<file path="src/rtl/ps2_pkg.sv">
// Shared types and default prefix values for the PS/2 scan-code sequencer.
package ps2_pkg;

  typedef enum logic [1:0] {
    ST_IDLE   = 2'd0,
    ST_EXT    = 2'd1,
    ST_BRK    = 2'd2,
    ST_EXTBRK = 2'd3
  } ps2_state_t;

  localparam logic [7:0] PS2_PREFIX_EXT = 8'hE0;
  localparam logic [7:0] PS2_PREFIX_BRK = 8'hF0;

  // Event code field is wide enough for any byte width up to 16 bits.
  localparam int PS2_EV_W = 16;

  typedef struct packed {
    logic [PS2_EV_W-1:0] code;
    logic                ext;
    logic                brk;
  } key_event_t;

endpackage

</file>
<file path="src/rtl/ps2_scancode_fsm_if.sv">
// Byte-in / key-event-out bundle between the PS/2 receiver, sequencer and command logic.
interface ps2_scancode_fsm_if #(
  parameter int DATA_W = 8
);
  logic [DATA_W-1:0] data_in;
  logic              data_valid;
  logic              key_valid;
  logic [DATA_W-1:0] key_code;
  logic              key_ext;
  logic              key_break;
  logic              seq_err;
  logic              busy;

  modport master (
    output data_in, data_valid,
    input  key_valid, key_code, key_ext, key_break, seq_err, busy
  );

  modport slave (
    input  data_in, data_valid,
    output key_valid, key_code, key_ext, key_break, seq_err, busy
  );
endinterface

</file>
<file path="src/rtl/ps2_repeat_filter.sv">
// Drops typematic repeats: remembers the last emitted make and suppresses an identical one.
// Only instantiated when REPEAT_FILTER_EN is defined.
module ps2_repeat_filter
  import ps2_pkg::*;
(
  input  logic       clk,
  input  logic       reset,
  input  logic       ev_valid,
  input  key_event_t ev,
  output logic       pass
);

  logic                last_valid_r;
  logic [PS2_EV_W-1:0] last_code_r;
  logic                last_ext_r;
  logic                same_s;

  assign same_s = last_valid_r && (last_code_r == ev.code) && (last_ext_r == ev.ext);
  assign pass   = !(same_s && !ev.brk);

  // last_make storage: load on a fresh make, invalidate on its matching break
  always_ff @(posedge clk) begin
    if (reset) begin
      last_valid_r <= 1'b0;
      last_code_r  <= '0;
      last_ext_r   <= 1'b0;
    end else if (ev_valid && !ev.brk && !same_s) begin
      last_valid_r <= 1'b1;
      last_code_r  <= ev.code;
      last_ext_r   <= ev.ext;
    end else if (ev_valid && ev.brk && same_s) begin
      last_valid_r <= 1'b0;
    end else begin
      last_valid_r <= last_valid_r;
    end
  end

endmodule

</file>
<file path="src/rtl/ps2_scancode_fsm.sv">
// PS/2 scan-code sequencer: folds E0/F0 prefixes into one registered key event per code.
// Optional typematic repeat suppression under `define REPEAT_FILTER_EN.
module ps2_scancode_fsm
  import ps2_pkg::*;
#(
  parameter int                DATA_W         = 8,
  parameter logic [DATA_W-1:0] PREFIX_EXT     = DATA_W'(PS2_PREFIX_EXT),
  parameter logic [DATA_W-1:0] PREFIX_BRK     = DATA_W'(PS2_PREFIX_BRK),
  parameter int                TIMEOUT_CYCLES = 100000
) (
  input  logic               clk,
  input  logic               reset,
  ps2_scancode_fsm_if.slave  bus
);

  localparam int               CNT_W    = $clog2(TIMEOUT_CYCLES);
  localparam logic [CNT_W-1:0] CNT_LAST = CNT_W'(TIMEOUT_CYCLES - 1);

  ps2_state_t        state_r;
  ps2_state_t        state_nxt_s;
  logic [CNT_W-1:0]  cnt_r;
  logic              is_ext_s;
  logic              is_brk_s;
  logic              expire_s;
  logic              emit_s;
  logic              err_s;
  logic              ev_ext_s;
  logic              ev_brk_s;
  logic              pass_s;
  logic              key_valid_r;
  logic [DATA_W-1:0] key_code_r;
  logic              key_ext_r;
  logic              key_break_r;
  logic              seq_err_r;
  logic              busy_r;

  assign is_ext_s = (bus.data_in == PREFIX_EXT);
  assign is_brk_s = (bus.data_in == PREFIX_BRK);
  // A byte arriving on the expiry cycle wins over the timeout.
  assign expire_s = (state_r != ST_IDLE) && !bus.data_valid && (cnt_r == CNT_LAST);

  // Next-state and event decode for the current byte / timeout
  always_comb begin
    state_nxt_s = state_r;
    emit_s      = 1'b0;
    err_s       = 1'b0;
    ev_ext_s    = 1'b0;
    ev_brk_s    = 1'b0;
    if (bus.data_valid) begin
      case (state_r)
        ST_IDLE: begin
          if (is_ext_s) begin
            state_nxt_s = ST_EXT;
          end else if (is_brk_s) begin
            state_nxt_s = ST_BRK;
          end else begin
            emit_s = 1'b1;
          end
        end
        ST_EXT: begin
          if (is_brk_s) begin
            state_nxt_s = ST_EXTBRK;
          end else if (is_ext_s) begin
            err_s       = 1'b1;
            state_nxt_s = ST_EXT;
          end else begin
            emit_s      = 1'b1;
            ev_ext_s    = 1'b1;
            state_nxt_s = ST_IDLE;
          end
        end
        ST_BRK, ST_EXTBRK: begin
          if (is_ext_s) begin
            err_s       = 1'b1;
            state_nxt_s = ST_EXT;
          end else if (is_brk_s) begin
            err_s       = 1'b1;
            state_nxt_s = ST_BRK;
          end else begin
            emit_s      = 1'b1;
            ev_brk_s    = 1'b1;
            ev_ext_s    = (state_r == ST_EXTBRK);
            state_nxt_s = ST_IDLE;
          end
        end
        default: begin
          state_nxt_s = ST_IDLE;
        end
      endcase
    end else if (expire_s) begin
      err_s       = 1'b1;
      state_nxt_s = ST_IDLE;
    end else begin
      state_nxt_s = state_r;
    end
  end

`ifdef REPEAT_FILTER_EN
  key_event_t filt_ev_s;

  assign filt_ev_s = '{code: PS2_EV_W'(bus.data_in), ext: ev_ext_s, brk: ev_brk_s};

  ps2_repeat_filter u_repeat_filter (
    .clk      (clk),
    .reset    (reset),
    .ev_valid (emit_s),
    .ev       (filt_ev_s),
    .pass     (pass_s)
  );
`else
  assign pass_s = 1'b1;
`endif

  // State, timeout counter and registered outputs
  always_ff @(posedge clk) begin
    if (reset) begin
      state_r     <= ST_IDLE;
      cnt_r       <= '0;
      key_valid_r <= 1'b0;
      key_code_r  <= '0;
      key_ext_r   <= 1'b0;
      key_break_r <= 1'b0;
      seq_err_r   <= 1'b0;
      busy_r      <= 1'b0;
    end else begin
      state_r     <= state_nxt_s;
      busy_r      <= (state_nxt_s != ST_IDLE);
      key_valid_r <= emit_s && pass_s;
      seq_err_r   <= err_s;
      if (emit_s && pass_s) begin
        key_code_r  <= bus.data_in;
        key_ext_r   <= ev_ext_s;
        key_break_r <= ev_brk_s;
      end else begin
        key_code_r  <= key_code_r;
      end
      if (bus.data_valid || (state_r == ST_IDLE) || expire_s) begin
        cnt_r <= '0;
      end else begin
        cnt_r <= cnt_r + CNT_W'(1);
      end
    end
  end

  assign bus.key_valid = key_valid_r;
  assign bus.key_code  = key_code_r;
  assign bus.key_ext   = key_ext_r;
  assign bus.key_break = key_break_r;
  assign bus.seq_err   = seq_err_r;
  assign bus.busy      = busy_r;

endmodule
</file>
<file path="src/flat_wrapper.sv">
// flat-port wrapper written by rule: the top's interface ports become plain ports
module ps2_scancode_fsm_flat import ps2_pkg::*;
#(
  parameter int                DATA_W         = 8,
  parameter logic [DATA_W-1:0] PREFIX_EXT     = DATA_W'(PS2_PREFIX_EXT),
  parameter logic [DATA_W-1:0] PREFIX_BRK     = DATA_W'(PS2_PREFIX_BRK),
  parameter int                TIMEOUT_CYCLES = 100000
)
  (clk, reset, bus_data_in, bus_data_valid, bus_key_valid, bus_key_code, bus_key_ext, bus_key_break, bus_seq_err, bus_busy);
  ps2_scancode_fsm_if #(.DATA_W(DATA_W)) bus_i ();
  input  logic clk;
  input  logic reset;
  input wire logic [$bits(bus_i.data_in)-1:0] bus_data_in;
  input wire logic [$bits(bus_i.data_valid)-1:0] bus_data_valid;
  output wire logic [$bits(bus_i.key_valid)-1:0] bus_key_valid;
  output wire logic [$bits(bus_i.key_code)-1:0] bus_key_code;
  output wire logic [$bits(bus_i.key_ext)-1:0] bus_key_ext;
  output wire logic [$bits(bus_i.key_break)-1:0] bus_key_break;
  output wire logic [$bits(bus_i.seq_err)-1:0] bus_seq_err;
  output wire logic [$bits(bus_i.busy)-1:0] bus_busy;
  assign bus_i.data_in = bus_data_in;
  assign bus_i.data_valid = bus_data_valid;
  assign bus_key_valid = bus_i.key_valid;
  assign bus_key_code = bus_i.key_code;
  assign bus_key_ext = bus_i.key_ext;
  assign bus_key_break = bus_i.key_break;
  assign bus_seq_err = bus_i.seq_err;
  assign bus_busy = bus_i.busy;
  ps2_scancode_fsm #(.DATA_W(DATA_W), .PREFIX_EXT(PREFIX_EXT), .PREFIX_BRK(PREFIX_BRK), .TIMEOUT_CYCLES(TIMEOUT_CYCLES)) u_core (.clk(clk), .reset(reset), .bus(bus_i));
endmodule
</file>
<file path="config.mk">
export PLATFORM = sky130hd
export DESIGN_NAME = ps2_scancode_fsm_flat
export DESIGN_NICKNAME = d
export VERILOG_FILES = /design/src/rtl/ps2_pkg.sv /design/src/rtl/ps2_scancode_fsm_if.sv /design/src/rtl/ps2_repeat_filter.sv /design/src/rtl/ps2_scancode_fsm.sv /design/src/flat_wrapper.sv
export SDC_FILE = /design/constraint.sdc
export NUM_CORES = 1
export LEC_CHECK = 0
export CAP_MARGIN = 25
export CORE_UTILIZATION = 54
export DETAILED_ROUTE_END_ITERATION = 7
export PLACE_DENSITY = 0.82
export SLEW_MARGIN = 20
export SYNTH_ARGS = -nofsm -noshare
export SYNTH_HDL_FRONTEND = slang
export SYNTH_HIERARCHICAL = 1
export SYNTH_SLANG_ARGS = --single-unit
</file>
<file path="constraint.sdc">
create_clock -name clk -period 3.4 [get_ports clk]
set_input_delay 0.68 -clock clk [delete_from_list [all_inputs] [get_ports clk]]
set_output_delay 0.68 -clock clk [all_outputs]
set_load 0.1 [all_outputs]
</file>
After elaboration in Yosys (flattened, before gate mapping):

Cells that the tools add are included.

* ROM bits: 0
* latch bits: 0
* register bits after elaboration: 32
* memories: 0
* output and inout bits: 13
* memory bits (writable): 0
* bits of input ports: 11
* logic and storage cells: 54

* $add $sub $neg: 1
* equality and inequality tests: 6
* multiply operators: 0
* shift operators: 0
* reductions and logical operators: 11
* div/mod/pow operators: 0
* $lt $le $gt $ge: 0
* bitwise gates (word level): 0
* multiplexer cells: 28

Operator list (number)
* 17-bit by 1-bit adder with 17-bit output, second input constant: 1
* 17-bit equality test, second input constant: 1
* 1-bit two-way mux: 17
* 8-bit equality test, second input constant: 2
* 2-bit two-way mux: 7
* 1-bit one-hot mux with 2 select lines: 3
* 2-bit one-hot mux with 3 select lines: 1
* 2-bit equality test, second input constant: 2
* 2-bit nonzero test: 2
* 2-bit OR reduction: 2
* 3-bit OR reduction: 1
* 2-bit by 1-bit equality test with 1-bit output, second input constant: 1
* 1-bit logical AND: 2
* 2-bit logical NOT: 1
* 1-bit logical OR: 2
* 1-bit logical NOT: 1

Depth between registers and ports, before layout:

* word-level depth: 6
* mapped depth: 8

Least setup slack after synthesis:

OpenSTA, ideal clock, no wires.

* path type: input to register
* from: in bus_data_in[0]
* to: reg u_core.key_code_r[4], in the netlist u_core/bus.key_code[4]
* setup time: 128 ps
* arrival: 1793 ps
* setup slack: 1480 ps
* stages: 5
* cells stage by stage: or3b_2 -> o21ai_1 -> buf_2 -> mux2i_1 -> nor2_1

* longest elaborated chain between the ends: 5

RTL lines
* start: declaration: line flat_wrapper.sv:13 `input wire logic [$bits(bus_i.data_in)-1:0] bus_data_in;`
* 8-bit equality test, on equally long branches: line ps2_scancode_fsm.sv:38, ps2_scancode_fsm.sv:37
* 1-bit two-way mux, on equally long branches: line ps2_scancode_fsm.sv:54, ps2_scancode_fsm.sv:76, ps2_scancode_fsm.sv:63
* 1-bit two-way mux, on equally long branches: line ps2_scancode_fsm.sv:73, ps2_scancode_fsm.sv:61
* 1-bit one-hot mux with 2 select lines (*): line ps2_scancode_fsm.sv:50 `case (state_r)`
* 1-bit two-way mux (*): line ps2_scancode_fsm.sv:49 `if (bus.data_valid) begin`
* end signal: assignment: line ps2_scancode_fsm.sv:131 `key_code_r <= bus.data_in;`
* end signal: assignment: line ps2_scancode_fsm.sv:135 `key_code_r <= key_code_r;`
* end: declaration: line ps2_scancode_fsm.sv:31 `logic [DATA_W-1:0] key_code_r;`

Mark *: on every way between the ends. The rest lies on a longest branch, timed or not.
A chain may end at the register's enable or synchronous reset.

Final worst setup path:

* from: reg u_core.key_code_r[7], in the netlist u_core/bus.key_code[7]
* to: out bus_key_code[7]

RTL lines
* end: declaration: line flat_wrapper.sv:16 `output wire logic [$bits(bus_i.key_code)-1:0] bus_key_code;`

No word-level cell between the ends.

==> out/qor.log <==
[run_status] status finished clean
[clock_tree] Setup Buffers After CTS 0
[timing] achievable frequency 397 MHz
[global_route] via count of the first global-routing pass 1,022
[route] DRT antenna net count 0
[worst_setup_path] delay of the slowest cell on the worst path 1.14 ns
[finish] number of nets in the layout 185
[global_route] overall routing resource usage 0.237
[finish] fin cells 202
[timing] worst clock skew 0.00446 ns
[clock_tree] CTS buffer count 5
[min_path] min-delay worst type reg2reg
[floorplan] number of standard-cell rows in the floorplan 17
[route] number of detailed-route iterations in the first pass 4
[yosys] cell type with the largest total area after synthesis dfxtp_1
[floorplan] Starting Density 0.592
[route] final wirelength 2750 µm
[yosys] portion of the post-synthesis area used by sequential elements 0.476
[pwr] maximum ir drop on the vdd rail 0.423 mV
[timing] post-route setup TNS 0 ns
[placement] placed wire-length estimate after detailed placement 1930 µm
[worst_setup_path] combined buffer and inverter count along the critical path 1
[floorplan] ports placed on the boundary 24
[yosys] synthesized netlist net count 160
[yosys] Yosys cell types 35
[route] per-cell via count in the routed design 5.60
[yosys] most numerous cell in the Yosys netlist dfxtp_1
[worst_setup_path] worst-path cell with the longest stage delay clkdlybuf4s50_1
[clock_tree] clock network latency to the later pin of the worst-skew pair 0.33 ns
[yosys] number of flip-flops and latches in the synthesized netlist 32
[yosys] asr flop ratio synth 0
[route] total via count in the routed design 1,131
[timing] post-layout minimum cycle time 2.52 ns
[timing] worst relative slew slack 0.341
[worst_setup_path] biggest fanout along the worst timing path 2
[worst_setup_path] startpoint type of the worst setup path flip-flop
[route] WL/cell 13.6 µm
[yosys] top post-synthesis cells by count dfxtp_1, nor2_1, nand2_1, xnor2_1, inv_1
[global_route] wire length of the first global-routing pass 4600 µm
[timing] setup-violating endpoint count in the final report 0
[clock_tree] clock transition time at the flip-flop clock pins of the worst setup and hold paths 0.10 ns
[yosys] number of synthesized flops with an enable pin 0
[finish] # diodes 0
[yosys] Post-Synthesis Cells 148
[yosys] main area contributors after synthesis dfxtp_1, nor2_1, xnor2_1
[global_route] largest net degree at the start of global routing 19
[finish] Core Util, Final 0.736
[finish] share of layout cells above drive strength 1 0.0690
[floorplan] Die X 51.9 µm
[worst_setup_path] capturing element type of the critical path output pin
[worst_setup_path] critical path class reg2out
[clock_tree] master cell of the clock root buffer clkbuf_4
[floorplan] full die area 2700 µm²
[yosys] synthesized cell area 1350 µm²
[floorplan] Placeable Area 2280 µm²
[timing] number of slew-limit violations in the final report 0
[timing] share of the cycle needed by the critical path after routing 0.740
[timing] Hold Violations, Final 0
[yosys] Synth Warn # 6
[route] number of remaining DRC errors 0
[clock_tree] clock sink count 32
[yosys] mean post-synth cell area 9.10 µm²
[clock_tree] Resized Gates After CTS 0
[timing] unrepaired setup endpoints after global routing false
[clock_tree] TritonCTS clock tree yes
[flow_run] max-cap violations 0
[placement] gpl congestion 0.786
[worst_setup_path] arrival time of the worst setup path 1.84 ns
[placement] Port-buffer cells 23
[global_route] antenna violations before repair 0
[yosys] fraction of post-synthesis cell area in the top cell type by area 0.476
[pwr] cell leakage power 0.565 nW
[timing] Least-Margin Pin Slew 0.985 ns
[placement] placed insts 194
[floorplan] vertical extent of the die 51.9 µm
[clock_tree] maximum buffer depth of the clock tree 2
[finish] count of fill cells added during filler insertion 169
[clock_tree] cts-stage hold buffer count 0
[clock_tree] H-Tree Level Count 2
[route] DRC violation total after the first TritonRoute iteration 27
[yosys] Primary FF master, synth dfxtp_1
[pwr] power density relative to cell area 477 nW/µm²
[worst_setup_path] Critical Path, Cell by Cell clkdlybuf4s50_1
[worst_setup_path] Top delay family on crit path buffers and inverters
[finish] post-synthesis to final-layout area growth 24.4%
[worst_setup_path] required time at the worst-slack endpoint 2.72 ns
[global_route] total grt overflow 0
-- kinds of logic (layout without fill, tap and decap cells) --
| group | after synthesis | count (layout) | share of synthesized area |
|---|---|---|---|
| xor+xnor | 14 | 14 | 0.0911 |
| compound gates | 15 | 15 | 0.0771 |
| fa+ha+maj | 1 | 1 | 0.00929 |
| mux | 4 | 4 | 0.0297 |
| buf+inv | 13 | 39 | 0.0483 |
| simple gates | 69 | 69 | 0.269 |
| flops | 32 | 32 | 0.476 |
-- cell usage in the layout (no fill, tap or decap) --
master	synthesis	layout
nor4b_1	2	2
and4_1	1	1
nor2_1	26	26
nor3_2	1	1
or3b_2	1	1
bufinv_16	0	1
clkdlybuf4s50_1	0	23
mux2i_1	4	4
or2_0	1	1
or4b_1	1	1
a221oi_1	2	2
a21o_1	1	1
nand3_2	1	1
nand2b_1	2	2
inv_1	7	7
ha_1	1	1
nand4_1	6	6
nand2_1	12	12
a32oi_1	1	1
o21ai_1	1	1
nor4_1	6	6
nor3_1	1	1
a2111o_1	1	1
or4_1	2	2
xnor2_1	10	10
nand3_1	4	4
a22o_1	1	1
clkbuf_4	0	5
dfxtp_1	32	32
buf_4	0	1
o31ai_1	1	1
a21boi_0	1	1
xor2_1	4	4
a21oi_1	6	6
nand4bb_1	1	1
nand4b_1	1	1
clkbuf_8	0	2
-- worst paths after layout --
| check | start | endpoint | slack (ns) | cells past startpoint |
|---|---|---|---|---|
| max | u_core/bus.key_code[7] | bus_key_code[7] | 0.88 | 1 |
| min | u_core/bus.key_code[3] | u_core/bus.key_code[3] | 0.47 | 2 |
| max reg2reg | u_core/cnt_r[0] | u_core/cnt_r[2] | 1.32 | 5 |
| min reg2reg | u_core/bus.key_code[3] | u_core/bus.key_code[3] | 0.47 | 2 |
-- layout make-up --
type                            instances  area (µm²)  share of cell area
Sequential cell                        32         641               0.382
Multi-Input combinational cell        103         641               0.382
Clock buffer                            7        65.1              0.0388
Clock inverter                          1        30.0              0.0179
Tap cell                               28        35.0              0.0209
Timing Repair Buffer                   24         238               0.142
Inverter                                7        26.3              0.0157
-- power by group --
part	switching, mW	total, mW	internal [mW]
clock network	0.128	0.324	0.195
registers	0.00317	0.384	0.381
logic	0.0630	0.0906	0.0276
-- tightest hold or removal path, cell delays in order, from the launching register on --
cell,delay [ns]
dfxtp_1,0.32
nand2_1,0.05
a21oi_1,0.05
-- sequential cells by signal, indices dropped and copies added (netlist names) --
signal and flops:
u_core/cnt_r 17, u_core/bus.key_code 8, u_core/state_r 2, u_core/bus.busy 1, u_core/bus.key_break 1, u_core/bus.key_ext 1
u_core/bus.key_valid 1, u_core/bus.seq_err 1
-- stage by stage --
stage          hold slack [ns]  setup WS (ns)  cell area, µm²  power (mW)
3_3_place_gp             0.454          0.858            1580       0.483
3_5_place_dp             0.455          0.830            1580       0.483
2_1_floorplan            0.444           1.48            1350       0.454
4_1_cts                  0.470          0.848            1680       0.809
6_report                 0.470          0.883            1680       0.798
5_1_grt                  0.490          0.829            1680       0.825
-- metal layers --
layer	vias to the layer above	track usage	wire length, µm
met5	-	0	0
met4	0	0.0946	34
met3	6	0.0731	93
met2	22	0.353	1310
met1	540	0.315	1310
li1	563	-	-
Power figures use the tool's default switching activity.
